===== src/rtl/load_store_unit.sv =====
// Load/store unit: one memory access at a time over a req/gnt/rvalid bus.
// Handles lane steering, load extension, alignment faults and bus timeouts.
module load_store_unit #(
  parameter int unsigned BUS_TIMEOUT = 64
) (
  input  logic        clk,
  input  logic        rst,
  input  logic        req_valid,
  input  logic        req_write,
  input  logic [2:0]  load_op,
  input  logic [2:0]  store_op,
  input  logic [31:0] addr,
  input  logic [31:0] wdata,
  output logic        busy,
  output logic        done,
  output logic [31:0] rdata,
  output logic        misalign,
  output logic        bus_err,
  output logic [31:0] fault_addr,
  output logic        mem_req,
  output logic        mem_we,
  output logic [31:0] mem_addr,
  output logic [31:0] mem_wdata,
  output logic [3:0]  mem_be,
  input  logic        mem_gnt,
  input  logic        mem_rvalid,
  input  logic [31:0] mem_rdata
);

  // Operation encodings shared with the decoder's params.vh
  localparam logic [2:0] LD_BYTE_S = 3'd0;
  localparam logic [2:0] LD_HALF_S = 3'd1;
  localparam logic [2:0] LD_WORD   = 3'd2;
  localparam logic [2:0] LD_BYTE_U = 3'd4;
  localparam logic [2:0] LD_HALF_U = 3'd5;
  localparam logic [2:0] ST_BYTE   = 3'd0;
  localparam logic [2:0] ST_HALF   = 3'd1;
  localparam logic [2:0] ST_WORD   = 3'd2;

  localparam logic [1:0] SZ_BYTE = 2'd0;
  localparam logic [1:0] SZ_HALF = 2'd1;
  localparam logic [1:0] SZ_WORD = 2'd2;

  localparam logic [1:0] S_IDLE = 2'd0;
  localparam logic [1:0] S_REQ  = 2'd1;
  localparam logic [1:0] S_WAIT = 2'd2;
  localparam logic [1:0] S_DONE = 2'd3;

  localparam int unsigned CW = (BUS_TIMEOUT < 2) ? 1 : $clog2(BUS_TIMEOUT + 1);
  localparam logic [CW-1:0] CNT_LAST = CW'(BUS_TIMEOUT - 1);

  logic [1:0]    state_q, state_d;
  logic [CW-1:0] cnt_q, cnt_d;
  logic [31:0]   addr_q, addr_d;
  logic [1:0]    size_q, size_d;
  logic          sext_q, sext_d;
  logic          write_q, write_d;
  logic          mem_we_q, mem_we_d;
  logic [31:0]   mem_addr_q, mem_addr_d;
  logic [31:0]   mem_wdata_q, mem_wdata_d;
  logic [3:0]    mem_be_q, mem_be_d;
  logic [31:0]   rdata_q, rdata_d;
  logic          misalign_q, misalign_d;
  logic          bus_err_q, bus_err_d;
  logic [31:0]   fault_addr_q, fault_addr_d;

  logic [1:0]    req_size;
  logic          req_sext;
  logic          req_misaligned;
  logic          accept;
  logic [31:0]   st_data;
  logic [3:0]    st_be;
  logic [7:0]    lane_byte;
  logic [15:0]   lane_half;
  logic [31:0]   load_result;
  logic          timed_out;

  // Unknown op codes fall through to word size so they get the strictest alignment check.
  always_comb begin
    req_size = SZ_WORD;
    req_sext = 1'b0;
    if (req_write) begin
      case (store_op)
        ST_BYTE: req_size = SZ_BYTE;
        ST_HALF: req_size = SZ_HALF;
        ST_WORD: req_size = SZ_WORD;
        default: req_size = SZ_WORD;
      endcase
    end else begin
      case (load_op)
        LD_BYTE_S: begin req_size = SZ_BYTE; req_sext = 1'b1; end
        LD_BYTE_U: req_size = SZ_BYTE;
        LD_HALF_S: begin req_size = SZ_HALF; req_sext = 1'b1; end
        LD_HALF_U: req_size = SZ_HALF;
        LD_WORD:   req_size = SZ_WORD;
        default:   req_size = SZ_WORD;
      endcase
    end
  end

  assign req_misaligned = ((req_size == SZ_HALF) && addr[0]) ||
                          ((req_size == SZ_WORD) && (addr[1:0] != 2'b00));
  assign accept = (state_q == S_IDLE) && req_valid && !req_misaligned;

  always_comb begin
    st_data = wdata;
    st_be   = 4'b1111;
    case (req_size)
      SZ_BYTE: begin
        st_data = {4{wdata[7:0]}};
        st_be   = 4'b0001 << addr[1:0];
      end
      SZ_HALF: begin
        st_data = {2{wdata[15:0]}};
        st_be   = addr[1] ? 4'b1100 : 4'b0011;
      end
      default: begin
        st_data = wdata;
        st_be   = 4'b1111;
      end
    endcase
  end

  // Lane select and extension for the returning load word.
  always_comb begin
    lane_byte = 8'h00;
    case (addr_q[1:0])
      2'd0: lane_byte = mem_rdata[7:0];
      2'd1: lane_byte = mem_rdata[15:8];
      2'd2: lane_byte = mem_rdata[23:16];
      2'd3: lane_byte = mem_rdata[31:24];
      default: lane_byte = 8'h00;
    endcase
    lane_half = addr_q[1] ? mem_rdata[31:16] : mem_rdata[15:0];
    case (size_q)
      SZ_BYTE: load_result = {{24{sext_q & lane_byte[7]}}, lane_byte};
      SZ_HALF: load_result = {{16{sext_q & lane_half[15]}}, lane_half};
      default: load_result = mem_rdata;
    endcase
  end

  assign timed_out = (cnt_q >= CNT_LAST);

  always_comb begin
    state_d      = state_q;
    cnt_d        = cnt_q;
    addr_d       = addr_q;
    size_d       = size_q;
    sext_d       = sext_q;
    write_d      = write_q;
    mem_we_d     = mem_we_q;
    mem_addr_d   = mem_addr_q;
    mem_wdata_d  = mem_wdata_q;
    mem_be_d     = mem_be_q;
    rdata_d      = rdata_q;
    misalign_d   = misalign_q;
    bus_err_d    = bus_err_q;
    fault_addr_d = fault_addr_q;

    case (state_q)
      S_IDLE: begin
        if (req_valid && req_misaligned) begin
          state_d      = S_DONE;
          misalign_d   = 1'b1;
          bus_err_d    = 1'b0;
          fault_addr_d = addr;
          rdata_d      = 32'h0;
        end else if (accept) begin
          state_d     = S_REQ;
          cnt_d       = '0;
          addr_d      = addr;
          size_d      = req_size;
          sext_d      = req_sext;
          write_d     = req_write;
          mem_we_d    = req_write;
          mem_addr_d  = {addr[31:2], 2'b00};
          mem_wdata_d = req_write ? st_data : 32'h0;
          mem_be_d    = req_write ? st_be : 4'b1111;
        end
      end
      S_REQ: begin
        cnt_d = cnt_q + 1'b1;
        if (timed_out) begin
          state_d      = S_DONE;
          bus_err_d    = 1'b1;
          fault_addr_d = addr_q;
          rdata_d      = 32'h0;
        end else if (mem_gnt) begin
          state_d = S_WAIT;
        end
      end
      S_WAIT: begin
        cnt_d = cnt_q + 1'b1;
        // A response arriving on the last allowed cycle still counts as completion.
        if (mem_rvalid) begin
          state_d = S_DONE;
          rdata_d = write_q ? 32'h0 : load_result;
        end else if (timed_out) begin
          state_d      = S_DONE;
          bus_err_d    = 1'b1;
          fault_addr_d = addr_q;
          rdata_d      = 32'h0;
        end
      end
      S_DONE: begin
        state_d      = S_IDLE;
        rdata_d      = 32'h0;
        misalign_d   = 1'b0;
        bus_err_d    = 1'b0;
        fault_addr_d = 32'h0;
      end
      default: state_d = S_IDLE;
    endcase
  end

  always_ff @(posedge clk) begin
    if (rst) begin
      state_q      <= S_IDLE;
      cnt_q        <= '0;
      addr_q       <= 32'h0;
      size_q       <= SZ_WORD;
      sext_q       <= 1'b0;
      write_q      <= 1'b0;
      mem_we_q     <= 1'b0;
      mem_addr_q   <= 32'h0;
      mem_wdata_q  <= 32'h0;
      mem_be_q     <= 4'b0000;
      rdata_q      <= 32'h0;
      misalign_q   <= 1'b0;
      bus_err_q    <= 1'b0;
      fault_addr_q <= 32'h0;
    end else begin
      state_q      <= state_d;
      cnt_q        <= cnt_d;
      addr_q       <= addr_d;
      size_q       <= size_d;
      sext_q       <= sext_d;
      write_q      <= write_d;
      mem_we_q     <= mem_we_d;
      mem_addr_q   <= mem_addr_d;
      mem_wdata_q  <= mem_wdata_d;
      mem_be_q     <= mem_be_d;
      rdata_q      <= rdata_d;
      misalign_q   <= misalign_d;
      bus_err_q    <= bus_err_d;
      fault_addr_q <= fault_addr_d;
    end
  end

  assign busy       = accept || (state_q == S_REQ) || (state_q == S_WAIT);
  assign done       = (state_q == S_DONE);
  assign mem_req    = (state_q == S_REQ);
  assign mem_we     = mem_we_q;
  assign mem_addr   = mem_addr_q;
  assign mem_wdata  = mem_wdata_q;
  assign mem_be     = mem_be_q;
  assign rdata      = rdata_q;
  assign misalign   = misalign_q;
  assign bus_err    = bus_err_q;
  assign fault_addr = fault_addr_q;

endmodule


===== config.mk =====
export PLATFORM = sky130hd
export DESIGN_NAME = load_store_unit
export DESIGN_NICKNAME = d
export VERILOG_FILES = /design/src/rtl/load_store_unit.sv
export SDC_FILE = /design/constraint.sdc
export NUM_CORES = 1
export LEC_CHECK = 0
export BUFFER_PORTS_ARGS = -buffer_cell sky130_fd_sc_hd__buf_2
export CORE_ASPECT_RATIO = 1.75
export CORE_MARGIN = 10
export CORE_UTILIZATION = 35
export DETAILED_ROUTE_END_ITERATION = 8
export HOLD_SLACK_MARGIN = 0.08
export PLACE_DENSITY = 0.62
export SYNTH_ARGS = -nofsm -noshare
export SYNTH_HDL_FRONTEND = slang
export SYNTH_SLANG_ARGS = --single-unit

===== constraint.sdc =====
create_clock -name clk -period 2.29 [get_ports clk]
set_clock_uncertainty 0.05 [all_clocks]
set_input_delay 0.3435 -clock clk [delete_from_list [all_inputs] [get_ports clk]]
set_output_delay 0.3435 -clock clk [all_outputs]
set_load 0.1 [all_outputs]

==> results of run 1 <==
==> worst register-to-register path: stages, from the launching register on <==
cell	delay, ns
dfxtp_2	0.35
inv_2	0.08
ha_1	0.24
nand2_1	0.17
nand4_1	0.13
o21ai_2	0.19
buf_4	0.31
a21oi_1	0.15
a211oi_2	0.21
==> routing by layer <==
metal,track usage (%),vias up,routed length (µm)
met2,31.8,178,13000
met3,6.11,27,1610
met4,6.20,2,505
li1,-,3425,-
met5,0,-,13
met1,18.6,3249,9550
==> where the power goes <==
part / total (W) / leakage [nW] / switching (W) / internal (W)
sequential: 0.00315 / 1.20 / 0.000235 / 0.00292
clock: 0.00260 / 0.263 / 0.00105 / 0.00155
combinational: 0.00636 / 2.40 / 0.00478 / 0.00158
==> state kept, by name (all words and copies together) (netlist names) <==
register    count
addr_q         32
fault_addr     32
mem_wdata      32
rdata          32
cnt_q           7
mem_be          4
size_q          2
state_q         2
bus_err         1
mem_we          1
misalign        1
sext_q          1
==> how the worst max path moves through the flow <==
stage,from,endpoint,cells past startpoint
floorplan,state_q[1],busy,3
global placement,req_write,mem_be[1],7
detailed placement,req_write,addr_q[8],7
CTS,req_write,busy,6
global route,req_write,busy,6
finish,req_write,busy,6
==> logic make-up (layout without fill, tap and decap cells) <==
kind of cell	count (synthesis)	count (layout)	share of synthesized area, %
AOI/OAI and AO/OA	274	274	27.4
adders and majority gates	6	6	1.04
buffers and inverters	118	321	8.57
DFF	147	147	40.7
muxes	25	25	4.02
other	1	2	0.0519
and+or+nand+nor	301	301	18.2
==> synthesized netlist by cell type (9+ instances only) <==
library cell	n
a211oi_2	30
a21oi_1	148
a22o_1	16
buf_2	12
buf_4	35
clkbuf_1	52
dfxtp_1	147
inv_1	14
mux2_2	22
nand2_1	172
nand2b_1	9
nand3_1	28
nor2_1	49
o2bb2ai_2	10
or3_1	16
==> per-stage QoR <==
step | utilization (%) | hold WS [ns] | power, W | cells | cell area [µm²]
floorplan | - | 0.395 | 0.00816 | 873 | 7230
global placement | 42.3 | 0.388 | 0.00950 | 1296 | 8580
detailed placement | 42.3 | 0.392 | 0.00956 | 1296 | 8580
CTS | 45.0 | 0.0883 | 0.0122 | 1324 | 9130
global route | 45.0 | 0.100 | 0.0127 | 1324 | 9140
finish | 45.0 | 0.114 | 0.0121 | 1324 | 9140
==> layout make-up <==
| type | instances | area (µm²) | share of cell area, % |
|---|---|---|---|
| clock inverters | 6 | 57.6 | 0.630 |
| well taps | 248 | 310 | 3.40 |
| inverters | 14 | 52.6 | 0.575 |
| multi-input cells | 608 | 3720 | 40.7 |
| flip-flops and latches | 147 | 2950 | 32.3 |
| repair buffers | 279 | 1580 | 17.3 |
| clock buffers | 22 | 474 | 5.19 |
==> metrics, run 1 <==
root buffer cell=clkbuf_16; DR pass1 iterations=5; final cycle utilization of the critical path=95.2%; DR WL/cell=18.6 µm; Worst path max stage delay=0.45 ns; Slew Limit Fails=0; synthesized netlist cell count=872; # port buffers=243; Critical Path Source Type=primary input; total core area=20300 µm²; final setup fails=0; Worst Path Max Fanout=9; HPWL Detailed=18.3 mm; CP Cell Sequence=buf_2 > or3b_1 > a31oi_4 > o211a_4 > or3_4 > buf_12; post-CTS setup buffer count=0; ratio of cells with drive above 1 in the final layout=36.1%; Leak=3.86 nW; most frequent cells in the layout=buf_2, nand2_1, a21oi_1; FF-to-FF Start=state_q[0]; RSZ-0062 raised after global routing=no; post-cts gate resize count=8; Slew HR=50.2%; vias in the first global route=7065; status=completed; DR vias=6881; HP Class=in2reg; Main synth FF type=dfxtp_1; layout net count=1181; WP data arrival=1.79 ns; antenna-violating nets left=0; Antenna diodes=0; via/cell ratio=5.20; CTS Buf Count=17; dominant cell type by area after synthesis=dfxtp_1; synth top area cells=dfxtp_1, a21oi_1, nand2_1; clock slew at reported path FFs=0.06 ns; Rows=69; H-tree depth=4; initial antenna violation count=1; setup tns final=0 ns; reg2reg path depth=8; WS Path Type=in2out; Slowest-stage cell, CP=or3b_1; Fmax achieved=458 MHz; Starting Density=35.6%; Netlist cell types=57; sequential share of the synthesized area=40.7%; total wire length=24.7 mm; setup ws final=0.109 ns; drt drc=0; max cap viols=0; Worst Hold Launch=addr[6]; Worst Path Buf+Inv=2; largest net degree at the start of global routing=62; final critical-path required period=2.18 ns; die area=27000 µm²; Least-Margin Pin Slew=0.743 ns; yosys warns=0; DIE WIDTH=129 µm; CP required=1.90 ns; setup slack at placement=0.0178 ns; fillers=2069; reg2reg end=fault_addr[29]; first-pass GRT wire length=38.5 mm; synthesized area=7230 µm²; Post-synth EDFFs=0; TritonCTS clock tree=done; CTS sink count=147; VDD IR-drop max=0.793 mV; Final GP Congestion=0.837; Yosys reg bits=147; Die Height=210 µm; Worst-Skew Late Latency=0.43 ns; cts hold-fix bufs=0; GRT Total Usage=17.7%; Synth Area per Inst=8.29 µm²; count of boundary I/O pins=246; hold depth=3; hold path endpoint=addr_q[6]; Synth top area share=40.7%; commonest non-fill, non-tap cell in the layout=buf_2; CP delay by family, top=simple AND/OR/NAND/NOR gates; Post-synth ARST share=0%; R2R Setup Slk=0.33 ns; PwrDens=1330 nW/µm²; Area Growth Syn to Fin=26.5%; grt ovf=0; DR iter-0 viols=369; Crit. End Element=primary output; CTS Buffer Depth=2; final hold vios=0
Power figures use the tool's default switching activity.
==> run 2, diff against run 1 <==
--- a/config.mk
+++ b/config.mk
@@ -6,11 +6,13 @@
 export NUM_CORES = 1
 export LEC_CHECK = 0
-export BUFFER_PORTS_ARGS = -buffer_cell sky130_fd_sc_hd__buf_2
+export CELL_PAD_IN_SITES_DETAIL_PLACEMENT = 0
+export CELL_PAD_IN_SITES_GLOBAL_PLACEMENT = 1
 export CORE_ASPECT_RATIO = 1.75
 export CORE_MARGIN = 10
 export CORE_UTILIZATION = 35
 export DETAILED_ROUTE_END_ITERATION = 8
+export DONT_BUFFER_PORTS = 1
 export HOLD_SLACK_MARGIN = 0.08
-export PLACE_DENSITY = 0.62
+export PLACE_DENSITY = 0.66
 export SYNTH_ARGS = -nofsm -noshare
 export SYNTH_HDL_FRONTEND = slang
==> constraint.sdc (replaced) <==
create_clock -name clk -period 2.29 [get_ports clk]
set_clock_uncertainty 0.05 [all_clocks]
set_input_delay 0 -clock clk [delete_from_list [all_inputs] [get_ports clk]]
set_output_delay 0 -clock clk [all_outputs]
set_load 0.1 [all_outputs]
==> metrics, run 2 (synthesis gave the netlist of run 1 again) <==
Final GP Congestion=0.819 (-2.2%); CTS sink count=147 (unchanged); final cycle utilization of the critical path=94.9% (-0.31 points); WL met1=9.76 mm (+2.1%); first-pass GRT wire length=38.6 mm (+0.14%); antenna-violating nets left=0 (unchanged); violations in the final reports=negative hold slack; final setup fails=0 (unchanged); WS Path Type=reg2reg; total wire length=25.4 mm (+2.8%); HPWL Detailed=18.1 mm (-1.4%); met2 routed wirelength=12.9 mm (-0.88%); via/cell ratio=5.21 (+0.21%); most frequent cells in the layout=nand2_1, buf_4, a21oi_1, dfxtp_1, dlygate4sd3_1; initial antenna violation count=2 (+1); PwrDens=1290 nW/µm² (-2.8%); CP delay by family, top=buffers and inverters; grt ovf=0 (unchanged); setup ws final=0.116 ns (+0.00707 ns); setup slack at placement=0.196 ns (+0.178 ns); Slew Limit Fails=0 (unchanged); HP Class=in2reg; setup tns final=0 ns (unchanged); total core area=20300 µm² (unchanged); WL met3=2.02 mm (+26%); Critical Path Source Type=register; status=complete, but fails checks; CTS Buf Count=17 (unchanged); # port buffers=0 (-100%); RSZ-0062 raised after global routing=no; VDD IR-drop max=0.925 mV (+17%); Crit. End Element=register; drt drc=0 (unchanged); max cap viols=0 (unchanged); largest net degree at the start of global routing=125 (+100%); layout net count=1138 (-3.6%); clock slew at reported path FFs=0.06 ns (about the same); final hold vios=109 (+109); CTS Buffer Depth=2 (unchanged); Worst-Skew Late Latency=0.42 ns (about the same); H-tree depth=4 (unchanged); DR WL/cell=19.7 µm (+5.7%); DR pass1 iterations=4 (-1); fin util=47.5% (+2.4 points); count of boundary I/O pins=246 (unchanged); R2R Setup Slk=0.12 ns (-0.21 ns); DR iter-0 viols=431 (+17%); ratio of cells with drive above 1 in the final layout=26.9% (-9.2 points); commonest non-fill, non-tap cell in the layout=nand2_1; Least-Margin Pin Slew=0.895 ns (+0.152 ns); final critical-path required period=2.17 ns (-0.00707 ns); Slowest-stage cell, CP=dlygate4sd3_1; WP data arrival=2.49 ns (+0.70 ns); Rows=69 (unchanged); Worst Path Max Fanout=5 (-4); Leak=3.72 nW (-3.7%); Slew HR=40.1% (-10 points); GRT Total Usage=18.0% (+0.27 points); DIE WIDTH=129 µm (unchanged); DR vias=6703 (-2.6%); Worst path max stage delay=0.58 ns (+0.13 ns); Starting Density=35.6% (unchanged); die area=27000 µm² (unchanged); root buffer cell=clkbuf_16; Design Power=0.0124 W (+2.4%); Fmax achieved=460 MHz (+0.33%); final hold slack=-0.390 ns (-0.504 ns); CP required=2.61 ns (+0.71 ns); CP Cell Sequence=inv_2 > ha_2 > nor2b_1 > a21oi_1 > o21ai_1 > or3_1 > o31ai_1 > dlygate4sd3_1; vias in the first global route=6491 (-8.1%); fillers=2020 (-2.4%); Area Growth Syn to Fin=33.2%; Die Height=210 µm (unchanged); DR top layer=met4; TritonCTS clock tree=done; Worst Path Buf+Inv=2 (unchanged)
run 2: layout make-up:
cell class	instances	area, µm²	share of cell area (%)
timing repair buffer	236	2030	21.1
clock inverter	9	78.8	0.819
sequential	147	2940	30.6
tap	248	310	3.22
clock buffer	23	478	4.96
multi-input combinational	608	3730	38.7
antenna	2	5.00	0.0520
inverter	14	52.6	0.546
run 2: final timing paths:
| path | from | end | depth (start not counted) |
|---|---|---|---|
| worst max-delay path | state_q[0] | state_q[0] | 8 |
| worst min-delay path | rst | mem_wdata[16] | 1 |
| worst max register to register | state_q[0] | state_q[0] | 8 |
| worst min register to register | mem_wdata[7] | mem_wdata[7] | 2 |
run 2: per-stage QoR:
stage | cells | cell area, µm²
after floorplan | 873 | 7230
after global placement | 1184 | 8350
after detailed placement | 1184 | 8350
after CTS | 1260 | 9340
after global routing | 1287 | 9630
final | 1287 | 9630
run 2: routing by layer:
layer | vias to the layer above | global-route usage (%)
li1 | 3350 | -
met4 | 0 | 7.21
met1 | 3111 | 19.4
met2 | 209 | 31.2
met3 | 33 | 6.41
met5 | - | 0
run 2: worst reg2reg max path, delay by kind of cell, from the launching register on:
family / cells / cell delay [ns]
fa+ha+maj: 1 / 0.21
buf+inv: 2 / 0.67
flops: 1 / 0.37
simple gates: 2 / 0.50
compound gates: 3 / 0.30
run 2: where the power goes:
part	switching [W]	internal (W)	leakage (nW)	total (W)
Sequential	0.000156	0.00291	1.20	0.00306
Clock	0.00110	0.00158	0.273	0.00268
Combinational	0.00481	0.00185	2.25	0.00666
Total	0.00607	0.00633	3.72	0.0124
run 2: repair_timing:
item | CTS | global route
hold buffers | 44 | 25
gates resized for setup | 0 | 10
setup buffers | 0 | 0
endpoints found under the hold margin | 147 | 143
endpoints found under the setup margin | 0 | 5
